$ cat src/rtl/input_fm_reader.sv
// input_fm_reader: walks a 4-bank input feature-map tile and streams 4-word beats over valid/ready.
// Optional stall counter output enabled by defining INPUT_FM_READER_STALL_CNT_EN.
module input_fm_reader #(
    parameter int AW = 16,
    parameter int DW = 32,
    parameter int Tm = 16,
    parameter int Tr = 64,
    parameter int Tc = 16
) (
    input  logic            clk,
    input  logic            rst_n,
    input  logic            start,
    output logic            busy,
    output logic            done,
    output logic [AW-1:0]   rd_addr0,
    output logic [AW-1:0]   rd_addr1,
    output logic [AW-1:0]   rd_addr2,
    output logic [AW-1:0]   rd_addr3,
    input  logic [DW-1:0]   rd_data0,
    input  logic [DW-1:0]   rd_data1,
    input  logic [DW-1:0]   rd_data2,
    input  logic [DW-1:0]   rd_data3,
    output logic [4*DW-1:0] out_data,
    output logic            out_valid,
    input  logic            out_ready,
    output logic            out_last
`ifdef INPUT_FM_READER_STALL_CNT_EN
    ,
    output logic [31:0]     stall_cnt
`endif
);
    localparam int P  = Tr * Tc;
    localparam int N  = Tm / 4 * P;
    localparam int PW = $clog2(P);
    localparam int BW = $clog2(N + 1);

    typedef enum logic [1:0] {S_IDLE, S_RUN, S_DRAIN, S_DONE} state_t;

    state_t          state_q, state_d;
    logic            busy_q, busy_d, done_q, done_d;
    logic [AW-1:0]   addr_q [4];
    logic [AW-1:0]   addr_d [4];
    logic [AW-1:0]   nxt_q, nxt_d, cur;
    logic [PW-1:0]   pos_q, pos_d, cur_pos;
    logic [BW-1:0]   beat_q, beat_d, cur_beat;
    logic            iss_q, iss_d, iss_last_q, iss_last_d;
    logic            ret_q, ret_d, ret_last_q, ret_last_d;
    logic [4*DW:0]   mem_q [3];
    logic [4*DW:0]   mem_d [3];
    logic [4*DW:0]   head;
    logic [1:0]      wp_q, wp_d, rp_q, rp_d, cnt_q, cnt_d;
    logic            first, issue, last_beat, pop;
    logic [2:0]      occ;

    assign head      = mem_q[rp_q];
    assign out_valid = cnt_q != 2'd0;
    assign out_data  = head[4*DW-1:0];
    assign out_last  = out_valid & head[4*DW];
    assign busy      = busy_q;
    assign done      = done_q;
    assign rd_addr0  = addr_q[0];
    assign rd_addr1  = addr_q[1];
    assign rd_addr2  = addr_q[2];
    assign rd_addr3  = addr_q[3];

    always_comb begin
        pop       = out_valid && out_ready;
        // occupancy after this cycle's pop: buffered beats plus reads on the bus and returning
        occ       = 3'(cnt_q) + 3'(iss_q) + 3'(ret_q) - 3'(pop);
        first     = state_q == S_IDLE && start;
        issue     = first || (state_q == S_RUN && occ < 3'd3);
        cur       = first ? '0 : nxt_q;
        cur_pos   = first ? '0 : pos_q;
        cur_beat  = first ? '0 : beat_q;
        last_beat = cur_beat == BW'(N - 1);
        state_d   = first ? S_RUN
                  : (state_q == S_RUN && issue && last_beat) ? S_DRAIN
                  : (state_q == S_DRAIN && occ == 3'd0) ? S_DONE
                  : (state_q == S_DONE) ? S_IDLE
                  : state_q;
        done_d    = state_q == S_DRAIN && occ == 3'd0;
        busy_d    = first || (busy_q && !done_d);
        for (int i = 0; i < 4; i++)
            addr_d[i] = issue ? cur + AW'(i * P) : addr_q[i];
        // crossing into the next channel group skips the three other channels held in each bank
        nxt_d      = !issue ? nxt_q : (cur_pos == PW'(P - 1)) ? cur + AW'(3 * P + 1) : cur + AW'(1);
        pos_d      = issue ? cur_pos + PW'(1) : pos_q;
        beat_d     = issue ? cur_beat + BW'(1) : beat_q;
        iss_d      = issue;
        iss_last_d = issue && last_beat;
        ret_d      = iss_q;
        ret_last_d = iss_last_q;
        for (int i = 0; i < 3; i++)
            mem_d[i] = (ret_q && wp_q == 2'(i)) ? {ret_last_q, rd_data3, rd_data2, rd_data1, rd_data0} : mem_q[i];
        wp_d  = !ret_q ? wp_q : (wp_q == 2'd2) ? 2'd0 : wp_q + 2'd1;
        rp_d  = !pop ? rp_q : (rp_q == 2'd2) ? 2'd0 : rp_q + 2'd1;
        cnt_d = cnt_q + 2'(ret_q) - 2'(pop);
    end

    always_ff @(posedge clk or negedge rst_n) begin
        if (!rst_n) begin
            state_q    <= S_IDLE;
            busy_q     <= 1'b0;
            done_q     <= 1'b0;
            addr_q     <= '{default: '0};
            nxt_q      <= '0;
            pos_q      <= '0;
            beat_q     <= '0;
            iss_q      <= 1'b0;
            iss_last_q <= 1'b0;
            ret_q      <= 1'b0;
            ret_last_q <= 1'b0;
            mem_q      <= '{default: '0};
            wp_q       <= '0;
            rp_q       <= '0;
            cnt_q      <= '0;
        end else begin
            state_q    <= state_d;
            busy_q     <= busy_d;
            done_q     <= done_d;
            addr_q     <= addr_d;
            nxt_q      <= nxt_d;
            pos_q      <= pos_d;
            beat_q     <= beat_d;
            iss_q      <= iss_d;
            iss_last_q <= iss_last_d;
            ret_q      <= ret_d;
            ret_last_q <= ret_last_d;
            mem_q      <= mem_d;
            wp_q       <= wp_d;
            rp_q       <= rp_d;
            cnt_q      <= cnt_d;
        end
    end

`ifdef INPUT_FM_READER_STALL_CNT_EN
    logic [31:0] stall_q, stall_d;

    assign stall_cnt = stall_q;

    always_comb begin
        stall_d = first ? '0
                : (out_valid && !out_ready && stall_q != '1) ? stall_q + 32'd1
                : stall_q;
    end

    always_ff @(posedge clk or negedge rst_n) begin
        if (!rst_n)
            stall_q <= '0;
        else
            stall_q <= stall_d;
    end
`endif
endmodule

$ cat config.mk
export PLATFORM = sky130hd
export DESIGN_NAME = input_fm_reader
export DESIGN_NICKNAME = d
export VERILOG_FILES = /design/src/rtl/input_fm_reader.sv
export SDC_FILE = /design/constraint.sdc
export NUM_CORES = 1
export LEC_CHECK = 0
export CORE_ASPECT_RATIO = 1.75
export CORE_UTILIZATION = 49
export CTS_CLUSTER_SIZE = 28
export DETAILED_ROUTE_END_ITERATION = 6
export PLACE_DENSITY_LB_ADDON = 0.3
export RECOVER_POWER = 50
export SLEW_MARGIN = 15
export SYNTH_ARGS = -nofsm -noshare
export SYNTH_HDL_FRONTEND = slang
export SYNTH_SLANG_ARGS = --single-unit
$ cat constraint.sdc
create_clock -name clk -period 3.7 [get_ports clk]
set_input_delay 0.37 -clock clk [delete_from_list [all_inputs] [get_ports clk]]
set_output_delay 0.37 -clock clk [all_outputs]
set_load 0.01 [all_outputs]
Yosys cells after proc, flatten, opt, wreduce, memory -nomap -nowiden

Index checks and enable logic that the tools add are counted.
Widths: inputs -> output; s select.

Input port bits: 132
Output and inout port bits: 196
Word-level logic and storage cells: 78
Bits in registers: 504

Magnitude comparators: 2
Reduce and logical (&&, ||, !) cells: 19
$add $sub $neg: 14
Bitwise operators: 2
Muxes and demuxes: 13
Equality and inequality tests: 8

Operators with widths:

| cell                   | number |
|---|---|
| $bmux 129 s2           | 1 |
| $mux 129               | 2 |
| $add 16x12->16 const B | 3 |
| $mux 16                | 2 |
| $add 16x1->16 const B  | 1 |
| $add 16x11->16 const B | 1 |
| $add 13x1->13 const B  | 1 |
| $eq 13x12->1 const B   | 1 |
| $mux 13                | 1 |
| $mux 2                 | 6 |
| $logic_and 1x1->1      | 11 |
| $add 10x1->10 const B  | 1 |
| $eq 10x10->1 const B   | 1 |
| $mux 10                | 1 |
| $eq 2x2->1 const B     | 4 |
| $add 2x1->2 const B    | 2 |
| $eq 2x1->1 const B     | 2 |
| $logic_not 2->1        | 2 |
| $reduce_bool 4->1      | 1 |
| $add 2x1->3            | 1 |
| $add 3x1->3            | 1 |
| $ge 3x3->1 const B     | 1 |
| $logic_not 3->1        | 1 |
| $lt 3x2->1 const B     | 1 |
| 8 further kinds        | 9 |

Depth between registers and ports, before layout

Gate-level depths: netlist of the first run.

Depth after elaboration: 10
Gate-level depth with buffers: 15
Depth with buffers taken out: 13

Least setup slack after synthesis of the first run

OpenSTA, ideal clock, no wires.

Path kind: register to register
Start: register cnt_q[1]
End: register state_q[0]
Stages on the path, launching flop included: 13
Period minus slack after synthesis: 3.486 ns
Required time: 3.582 ns
Library setup time: 0.118 ns
Arrival: 3.367 ns
Path slack: 0.214 ns
Buffers on the path: 0
Cell sequence: dfrtp_1 or2_2 nand2_1 inv_1 ha_1 inv_1 fa_1 inv_1 fa_1 xor2_2 or4_4 or4_4 a21o_1

Cells in the longest elaborated chain, start to end: 10
Elaborated cells on any way between the ends: 16
Classes of those cells: add/sub (3); order compare (1); mux (3); reduce/logical (9)

Ends and longest elaborated chain:

| what                            | RTL line | source |
|---|---|---|
| from (decl)                     | 51       | `logic [1:0] wp_q, wp_d, rp_q, rp_d, cnt_q, cnt_d;` |
| from (signal assigned)          | 132      | `cnt_q <= cnt_d;` |
| $reduce_bool 2->1 *             | 56       | `assign out_valid = cnt_q != 2'd0;` |
| net out_valid                   | 24       | `output logic out_valid,` |
| $logic_and 1x1->1 *             | 67       | `pop = out_valid && out_ready;` |
| net pop                         | 52       | `logic first, issue, last_beat, pop;` |
| $sub 3x1->3 *                   | 69       | `occ = 3'(cnt_q) + 3'(iss_q) + 3'(ret_q) - 3'(pop);` |
| $lt 3x2->1                      | 71       | `issue = first \|\| (state_q == S_RUN && occ < 3'd3);` |
| $logic_and 1x1->1               | 71       |  |
| $logic_or 1x1->1                | 71       |  |
| $logic_and 1x1->1 (2 in series) | 77       | `: (state_q == S_RUN && issue && last_beat) ? S_DRAIN` |
| $mux 2                          | 77       |  |
| $mux 2                          | 76       | `state_d = first ? S_RUN` |
| to (signal assigned)            | 118      | `state_q <= state_d;` |
| to (decl)                       | 39       | `state_t state_q, state_d;` |

The timed path passes the listed nets; every way through them passes the cells marked *.
A chain may end at the register's enable or synchronous reset.

Worst setup path in the final report of the first run

Start: register rp_q[1]
End: output port out_data[9]

Cells in the longest elaborated chain, start to end: 4

Ends and longest elaborated chain:

| what                                         | RTL line | source |
|---|---|---|
| from (decl)                                  | 51       |  |
| from (signal assigned)                       | 131      | `rp_q <= rp_d;` |
| $not 2->3 (not written as such)              | 55       | `assign head = mem_q[rp_q];` |
| $bmux 129 s2                                 | 55       |  |
| $mux 129 (not written as such) (2 in series) | 55       |  |
| to (decl)                                    | 23       | `output logic [4*DW-1:0] out_data,` |

Every way passes these cells. The select of a mux whose other input is x is not followed.

==> metrics.txt, run 1 <==
hpwl dp 34.2 mm; Via density 5.57; Total Wirelength 52.1 mm; FF-to-FF End beat_q[10]; worst setup margin 0.226 ns; startpoint type of the worst setup path flop; share of total power in sequential cells between 30% and 40%; MaxCap Viol Count 5; worst min path class reg -> reg; Clock Power Share 17.9%; GRT Residual Overflow 0; die area 44200 µm²; Layout Nets 2144; fin. max-slew vios 283; Ports 328; most frequent cells in the layout dfrtp_1, mux2_2, clkdlybuf4s50_1; clock root buffer clkbuf_16; register area 11800 µm²; pre-CTS WS 0.00212 ns; Peak VDD IR ~810 µV; fin crit period roughly 3.5 ns; total CTS buffers 43; Max Root-Sink Buffers 3; most common cell after layout, fill and taps aside dfrtp_1; CP max FO 68; clock skew 0.0138 ns; crit end category output pin; cell area after layout 26500 µm²; CP Data Arrival Time 3.10 ns; ANT nets after route 0; pwr dens 984 nW/µm²; GPL Wtd Cong 0.841; DRC 0; cell-internal power between 15 and 20 mW; die width 159 µm; RR Startpoint cnt_q[0]; R2R cell count 13; Syn Area/Cell about 12 µm²; EDFF count, synth 0; Yosys warning total 0; failing checks capacitance limit, slew limit; syn nets around 1900; FF+latch count, synth 472; Worst Hold End ret_last_q; pin count of the biggest net entering global routing 106; WHS Path Cells 0; First-pass DRT Iterations 6; worst hold start iss_last_q; Mapped Area 21300 µm²; Least-Margin Pin Slew 2.13 ns; Die Y 277 µm; Tcrit/Tclk final 93.9%; Initial Util 49.8%; drt initial violations 650; first-pass GRT wire length around 84 mm; Pleak 11.0 nW; combinational power share 47.8%; htree depth 2; area delta synth->final 24.7%; post-synthesis instance total about 1700; Relative slew margins -42.2%; Post-synth ARST share 100%; met2 Usage GRT approximately 44%; Avg WL per Cell 20.1 µm; CP Data Required Time 3.33 ns; Tot GR Track Use 23.9%; IO buf count 327; Clock transition at path regs about 0.060 ns; Placed Cells 2511; synth unique cells 54; Cell Area, Placed 25100 µm²; Worst setup startpoint rp_q[1]; Max Clk Rate between 200 and 300 MHz; Fin. Hold Viols 0; number of global-route vias before repair 15600; critical path class reg -> out; CTS tree done; core area between 40000 and 50000 µm²; CTS Sinks between 400 and 500; met1 Use GR 26.4%; fin cells approximately 2600; Final setup viols 0; fill count 3342; initial antenna violation count 6; switch share 34.6%; post-synthesis sequential area ratio 55.6%; RSZ-0062 raised after global routing no; layout cells sized above 1 25.0%; Std-Cell Rows 100; Multi-input gate area 8720 µm²; Total Power 26.1 mW; Setup Total Neg Slack 0 ns; Hold Slack 0.361 ns; status finished with violations; gr busiest metal met2; Clk Latency, worst-skew pair 0.55 ns; NetSw 9.01 mW; Reg2Reg Setup Slack 0.23 ns; Main synth FF type dfrtp_1; via count 14500; Util after Layout 62.1%; met3 Use GR just under 4%
==> final cells by class <==
| cell class | instances | area share [%] |
|---|---|---|
| inverters | 23 | 0.340 |
| multi-input cells | 1085 | 32.9 |
| clock buffers | 64 | 4.86 |
| repair inverters | 1 | 0.0283 |
| flip-flops and latches | 472 | 44.6 |
| clock inverters | 14 | 0.751 |
| well taps | 561 | 2.65 |
| repair buffers | 372 | 13.8 |
| diodes | 4 | 0.0378 |
==> cells by family after synthesis <==
| logic type | synth area share [%] |
|---|---|
| buffers and inverters | 3.62 |
| multiplexers | 26.7 |
| AO/OA/AOI/OAI | 6.05 |
| AND/OR/NAND/NOR | 6.32 |
| adder cells (fa/ha/maj) | 0.895 |
| flip-flops | 55.6 |
| XOR/XNOR | 0.854 |
==> how the worst max path moves through the flow <==
stage	endpoint	slack [ns]	cells after the start
2_1_floorplan	state_q[0]	0.21	12
3_3_place_gp	beat_q[8]	0.07	13
3_5_place_dp	nxt_q[12]	0.002	13
4_1_cts	nxt_q[12]	0.16	13
5_1_grt	beat_q[10]	0.009	13
6_report	out_data[9]	0.23	3
==> synth_stat cells (6+ instances only) <==
| cell | count | share of area [%] |
|---|---|---|
| dfrtp_1 | 472 | 56 |
| mux2_2 | 387 | 21 |
| nand2_1 | 197 | 3.5 |
| o21ai_0 | 150 | 3.5 |
| mux2i_1 | 131 | 6.2 |
| clkbuf_1 | 81 | 1.4 |
| a21oi_1 | 44 | 1.0 |
| buf_4 | 32 | 1.1 |
| inv_1 | 23 | 0.41 |
| nor2_1 | 21 | 0.37 |
| buf_1 | 14 | 0.25 |
| buf_2 | 14 | 0.33 |
| nand3_1 | 13 | 0.31 |
| or3_1 | 13 | 0.38 |
| ha_1 | 12 | 0.71 |
| nand4_1 | 12 | 0.35 |
| xnor2_1 | 12 | 0.49 |
| and2_1 | 8 | 0.24 |
| o31ai_1 | 8 | 0.28 |
| or4_1 | 8 | 0.28 |
| a31oi_1 | 6 | 0.18 |
==> routing by layer <==
metal | share of wire, % | vias to the layer above
met1 | 38 | 7387
met3 | 4.4 | 123
met5 | 0.046 | -
met2 | 54 | 370
li1 | - | 6567
met4 | 4.0 | 4
==> repair_timing <==
| item | 4_1_cts | 5_1_grt |
|---|---|---|
| hold buffers | 1 | 0 |
| endpoints found under the setup margin | 0 | 10 |
| resized for setup | 0 | 7 |
| buffers inserted | 0 | 1 |
| hold endpoints to repair | 96 | 0 |
==> power by group through the flow <==
stage                     clock, mW  combinational [mW]  sequential, mW
after CTS                      4.79                12.5            8.94
after global routing           4.99                13.4            9.25
after global placement            0                12.1            8.84
after detailed placement          0                12.4            9.03
final                          4.68                12.5            8.93
after floorplan                   0                7.38            8.67
==> registers in the layout, summed over array words and instances, names as in the netlist, 5 cells and up <==
signal,count
mem_q,387
beat_q,13
rd_addr1,6
nxt_q,16
pos_q,10
rd_addr2,5
rd_addr0,16
rd_addr3,5
==> worst max-delay path, cell delays in order (launching register included) <==
cell	delay, ns
dfrtp_4	0.48
clkbuf_2	0.77
o21ai_0	0.62
clkdlybuf4s50_1	0.62
Power figures use the tool's default switching activity.
==> run 2, diff against run 1 <==
--- a/config.mk
+++ b/config.mk
@@ -15,3 +15,4 @@
 export SYNTH_ARGS = -nofsm -noshare
 export SYNTH_HDL_FRONTEND = slang
 export SYNTH_SLANG_ARGS = --single-unit
+export TNS_END_PERCENT = 10
==> run 2 against run 1 <==
  * The run still ends with capacitance limit, slew limit left
  * Global-route usage did not move
  * Critical path depth rose by 10
  * Core utilization barely moved
  * Maximum frequency fell by 0.27%
  * Die area did not move
  * Sequential power barely moved
  * Clock skew rose by 0.00062 ns
  * Critical endpoint is now nxt_q[7]
==> metrics.txt, run 2 (synthesis results as in run 1) <==
status finished with violations; failing checks capacitance limit, slew limit; worst min path class reg -> reg; GPL Wtd Cong 0.841 (unchanged); CP Data Required Time 4.16 ns (+0.83 ns); die area 44200 µm² (unchanged); Die Y 277 µm (unchanged); Via density 5.58 (+0.28%); Peak VDD IR 766 µV (-5.3%); CP Data Arrival Time 3.95 ns (+0.85 ns); core area 42700 µm² (unchanged); Max Root-Sink Buffers 3 (unchanged); Layout Nets 2144 (unchanged); drt initial violations 651 (+0.15%); Avg WL per Cell 20.0 µm (-0.17%); First-pass DRT Iterations 4 (-2); Pleak 11.0 nW (about the same); Cell Area, Placed 25100 µm² (unchanged); most frequent cells in the layout dfrtp_1, mux2_2, clkdlybuf4s50_1; fin cells 2596 (unchanged); Total Power 26.0 mW (-0.18%); Total Wirelength 52.0 mm (-0.17%); Reg2Reg Setup Slack 0.22 ns (about the same); R2R cell count 13 (unchanged); pin count of the biggest net entering global routing 106 (unchanged); CTS Sinks 472 (unchanged); Most flops, register mem_q; hpwl dp 34.2 mm (unchanged); Clock transition at path regs 0.06 ns (about the same); clock skew 0.0144 ns (+0.000617 ns); Tot GR Track Use 23.9% (unchanged); Hold Slack 0.361 ns (+0.000180 ns); worst setup margin 0.216 ns (-0.00944 ns); initial antenna violation count 6 (unchanged); Max Clk Rate 287 MHz (-0.27%); CP max FO 29 (-57%); pre-CTS WS 0.00212 ns (unchanged); Std-Cell Rows 100 (unchanged); Final setup viols 0 (unchanged); clock root buffer clkbuf_16; DRC 0 (unchanged); critical path class reg -> reg; Initial Util 49.8% (unchanged); Fin. Hold Viols 0 (unchanged); Clk Latency, worst-skew pair 0.55 ns (about the same); WHS Path Cells 0 (unchanged); cell area after layout 26500 µm² (about the same); Tcrit/Tclk final 94.1% (+0.26 points); area delta synth->final 24.6% (about the same); fin crit period 3.48 ns (+0.00944 ns); total CTS buffers 43 (unchanged); first-pass GRT wire length 83.8 mm (unchanged); layout cells sized above 1 24.9% (-0.049 points); htree depth 2 (unchanged); Least-Margin Pin Slew 2.14 ns (+0.00267 ns); die width 159 µm (unchanged); ANT nets after route 0 (unchanged); number of global-route vias before repair 15600 (unchanged); GRT Residual Overflow 0 (unchanged); pwr dens 983 nW/µm² (-0.13%); RSZ-0062 raised after global routing yes; Setup Total Neg Slack 0 ns (unchanged); startpoint type of the worst setup path flop; crit end category flop; via count 14500 (+0.28%); Relative slew margins -42.4% (-0.18 points); fin. max-slew vios 244 (-14%); Placed Cells 2511 (unchanged); CTS tree done; most common cell after layout, fill and taps aside dfrtp_1; IO buf count 327 (unchanged); MaxCap Viol Count 5 (unchanged); Ports 328 (unchanged); max reg flops 387 (unchanged); Util after Layout 62.1% (about the same)
run 2: timing repair:
item                                   CTS  global route
setup endpoints to repair                0            10
resized for setup                        0             5
hold buffers                             1             0
endpoints found under the hold margin   96             0
setup buffers                            0             1
run 2: report_power, final:
group / internal [mW] / switching [mW] / total, mW / leakage [nW]
clock network: 2.76 / 1.92 / 4.67 / 0.737
logic: 6.63 / 5.79 / 12.4 / 4.65
registers: 7.65 / 1.28 / 8.93 / 5.63
total: 17.0 / 8.99 / 26.0 / 11.0
run 2: area by class of cell:
cell class | count | area, µm²
fillers | 3346 | 16200
flip-flops and latches | 472 | 11800
multi-input cells | 1085 | 8710
repair buffers | 372 | 3660
clock buffers | 64 | 1290
well taps | 561 | 702
clock inverters | 14 | 199
inverters | 23 | 90.1
diodes | 4 | 10.0
repair inverters | 1 | 7.51
run 2: worst paths after layout:
check | end | from
worst max-delay path | nxt_q[7] | cnt_q[0]
worst min-delay path | ret_last_q | iss_last_q
worst max register to register | nxt_q[7] | cnt_q[0]
worst min register to register | ret_last_q | iss_last_q
max in group asynchronous | mem_q[62] | rst_n
min in group asynchronous | mem_q[232] | rst_n
run 2: critical path, cell delays in order (launching register included):
cell and delay (ns):
dfrtp_1 0.41, or2_2 0.30, nand2_1 0.13, inv_1 0.10, ha_1 0.29, inv_1 0.07
fa_1 0.16, inv_1 0.05, fa_2 0.54, nand2b_1 0.27, nand3_1 0.18, buf_12 0.21
or4_1 0.53, a21oi_1 0.17
run 2: per-layer routing:
metal  vias up  part of all wire [%]  track usage [%]  wire (µm)
met5         -                 0.046                0         24
met4         4                   4.1             11.1       2150
met2       378                    54             44.4      28000
met1      7414                    37             26.4      19400
met3       126                   4.6             3.87       2370
li1       6570                     -                -          -
==> RTL edit: new RTL, flow settings as in run 2 <==
Set the parameter `AW` to 17 (it was 16).
--- a/src/rtl/input_fm_reader.sv
+++ b/src/rtl/input_fm_reader.sv
@@ -3,3 +3,3 @@
 module input_fm_reader #(
-    parameter int AW = 16,
+    parameter int AW = 17,
     parameter int DW = 32,
Ports: changed (resized rd_addr0, rd_addr1, rd_addr2 and rd_addr3); port bits go from 328 to 332. No check against the original RTL was run, so the function may have changed too.
==> RTL edit against run 2 <==
Sequential cell count rose by 5; first-iteration DRC count decreased by 9.8%; total power down 1.6%; final area increased by 0.13%; the run still ends with max-capacitance violations, max-slew violations left; via count down 0.99%; largest cell class unchanged; fmax rose by 1.6%; area after synthesis increased by 0.80%; core utilization down 0.71 points; routed wire length increased by 2.2%; worst setup slack better by 53 ps.
==> RTL edit: results (changes against run 2) <==
metric;value;unit;change
timing.hold.ws;348;ps;was 361 ps
drv_slew;180;;was 244
track_usage;0.240;;was 0.239
seq_area_frac_synth;0.557;;was 0.556
drt_wl_total;53200;µm;was 52000 µm
crit_end;nxt_q[15];;was nxt_q[7]
first_iter_violations;587;;was 651
status;complete, but fails checks;;unchanged
yosys.area.top_type;dfrtp_1;;unchanged
hpwl;34900;µm;was 34200 µm
cap_violations;3;;was 5
leakage;11.2;nW;was 11.0 nW
clk_latency;540;ps;
dp.cells;2526;;was 2511
cts_buffer_depth;3;;unchanged
grt_antenna_before_repair;8;;was 6
largest_register_ffs;387;;unchanged
cts-root-buf;clkbuf_16;;unchanged
drive_gt1_frac;0.246;;was 0.249
post-route-min-period;3430;ps;was 3480 ps
grt_pass1_vias;15474;;was 15613
dr.pass1.iters;4;;unchanged
ys_types;49;;was 54
grt_max_degree;133;;was 106
avgViaCountPerCell;5.49;;was 5.58
clk_pin_slew;60;ps;about the same
numCtsBuffers;45;;was 43
wire_per_inst;20.4;µm;was 20.0 µm
worst_clock_skew;8.63;ps;was 14.4 ps
r2r-start;cnt_q[0];;unchanged
yosys-top-cells-area;dfrtp_1 (56%), mux2_2 (20%), mux2i_1 (6.2%), nand2_1 (3.5%), o21ai_0 (3.4%);;was dfrtp_1 (56%), mux2_2 (21%), mux2i_1 (6.2%), o21ai_0 (3.5%), nand2_1 (3.5%)
synth_commonest_cells;dfrtp_1 (477), mux2_2 (387), nand2_1 (200);;was dfrtp_1 (472), mux2_2 (387), nand2_1 (197)
ir_drop;0.741;mV;was 0.766 mV
hold_path_class;register to register;;unchanged
arrival;3890;ps;was 3950 ps
placed_cell_area;25200;µm²;was 25100 µm²
gp_congestion;0.888;;was 0.841
grt_pass1_wl;84400;µm;was 83800 µm
avgSynthCellArea;12.4;µm²;was 12.3 µm²
hp-start;iss_last_q;;unchanged
htree_levels;2;;unchanged
dp_slack;-16.9;ps;was 2.12 ps
maxSlewHeadroom;-0.732;;was -0.424
nNetsFinal;2154;;was 2144
portBuffers;331;;was 327
holdPathEnd;ret_last_q;;unchanged
ff2ff_setup_slack;270;ps;was 220 ps
drcViolationCount;0;;unchanged
cp_max_fo;11;;was 29
violations;max-capacitance violations, max-slew violations;;unchanged
synth_nets;1878;;was 1869
regMostFlops;mem_q;;unchanged
rr_worst_depth;13;;unchanged
## RTL edit: changes by cell type after synthesis, moves of 9 or more
cell and change:
clkbuf_1 -38, xnor2_1 +11, buf_2 +42, xor2_1 +9, nand3_1 +11, nor2_1 +23
## RTL edit: critical path, stage by stage, from the launching register on
cell      delay [ps]
dfrtp_1          410
or2_2            310
nand2_1          140
inv_1             90
ha_1             270
inv_1             70
fa_1             170
inv_1             50
fa_1             490
nand2b_1         140
and3_2           400
nand2_1          170
or4_1            480
a21oi_1          150
## RTL edit: cell families (layout without fill, tap and decap cells)
logic type | count (synthesis) | count (layout) | share of synthesized area
compound gates | 204 | 204 | 0.0500
xor+xnor | 38 | 38 | 0.0159
fa+ha+maj | 14 | 14 | 0.00888
buf+inv | 157 | 463 | 0.0366
flops | 477 | 477 | 0.557
mux | 519 | 519 | 0.265
other cells | 0 | 8 | 0
simple gates | 323 | 323 | 0.0664
## RTL edit: cell type report
type | instances | area [µm²]
Tap cell | 566 | 708
Antenna cell | 8 | 20.0
Sequential cell | 477 | 11900
Timing Repair Buffer | 369 | 3720
Clock inverter | 10 | 52.6
Clock buffer | 67 | 1300
Inverter | 17 | 63.8
Fill cell | 3439 | 16700
Multi-Input combinational cell | 1098 | 8720
## RTL edit: what timing repair did
action | 4_1_cts | 5_1_grt
hold buffers | 1 | 0
endpoints found under the setup margin | 0 | 8
gates resized for setup | 0 | 1
endpoints found under the hold margin | 81 | 0
## RTL edit: power by group
part           internal (mW)  switching (mW)
combinational           6.48            5.78
sequential              7.69            1.34
clock                   2.42            1.91
## RTL edit: metal layers
metal,track usage,routed length [µm],up-vias
li1,-,-,6535
met2,0.444,28600,367
met3,0.0313,1970,121
met1,0.271,20300,7325
met4,0.111,2250,0
met5,0,0,-
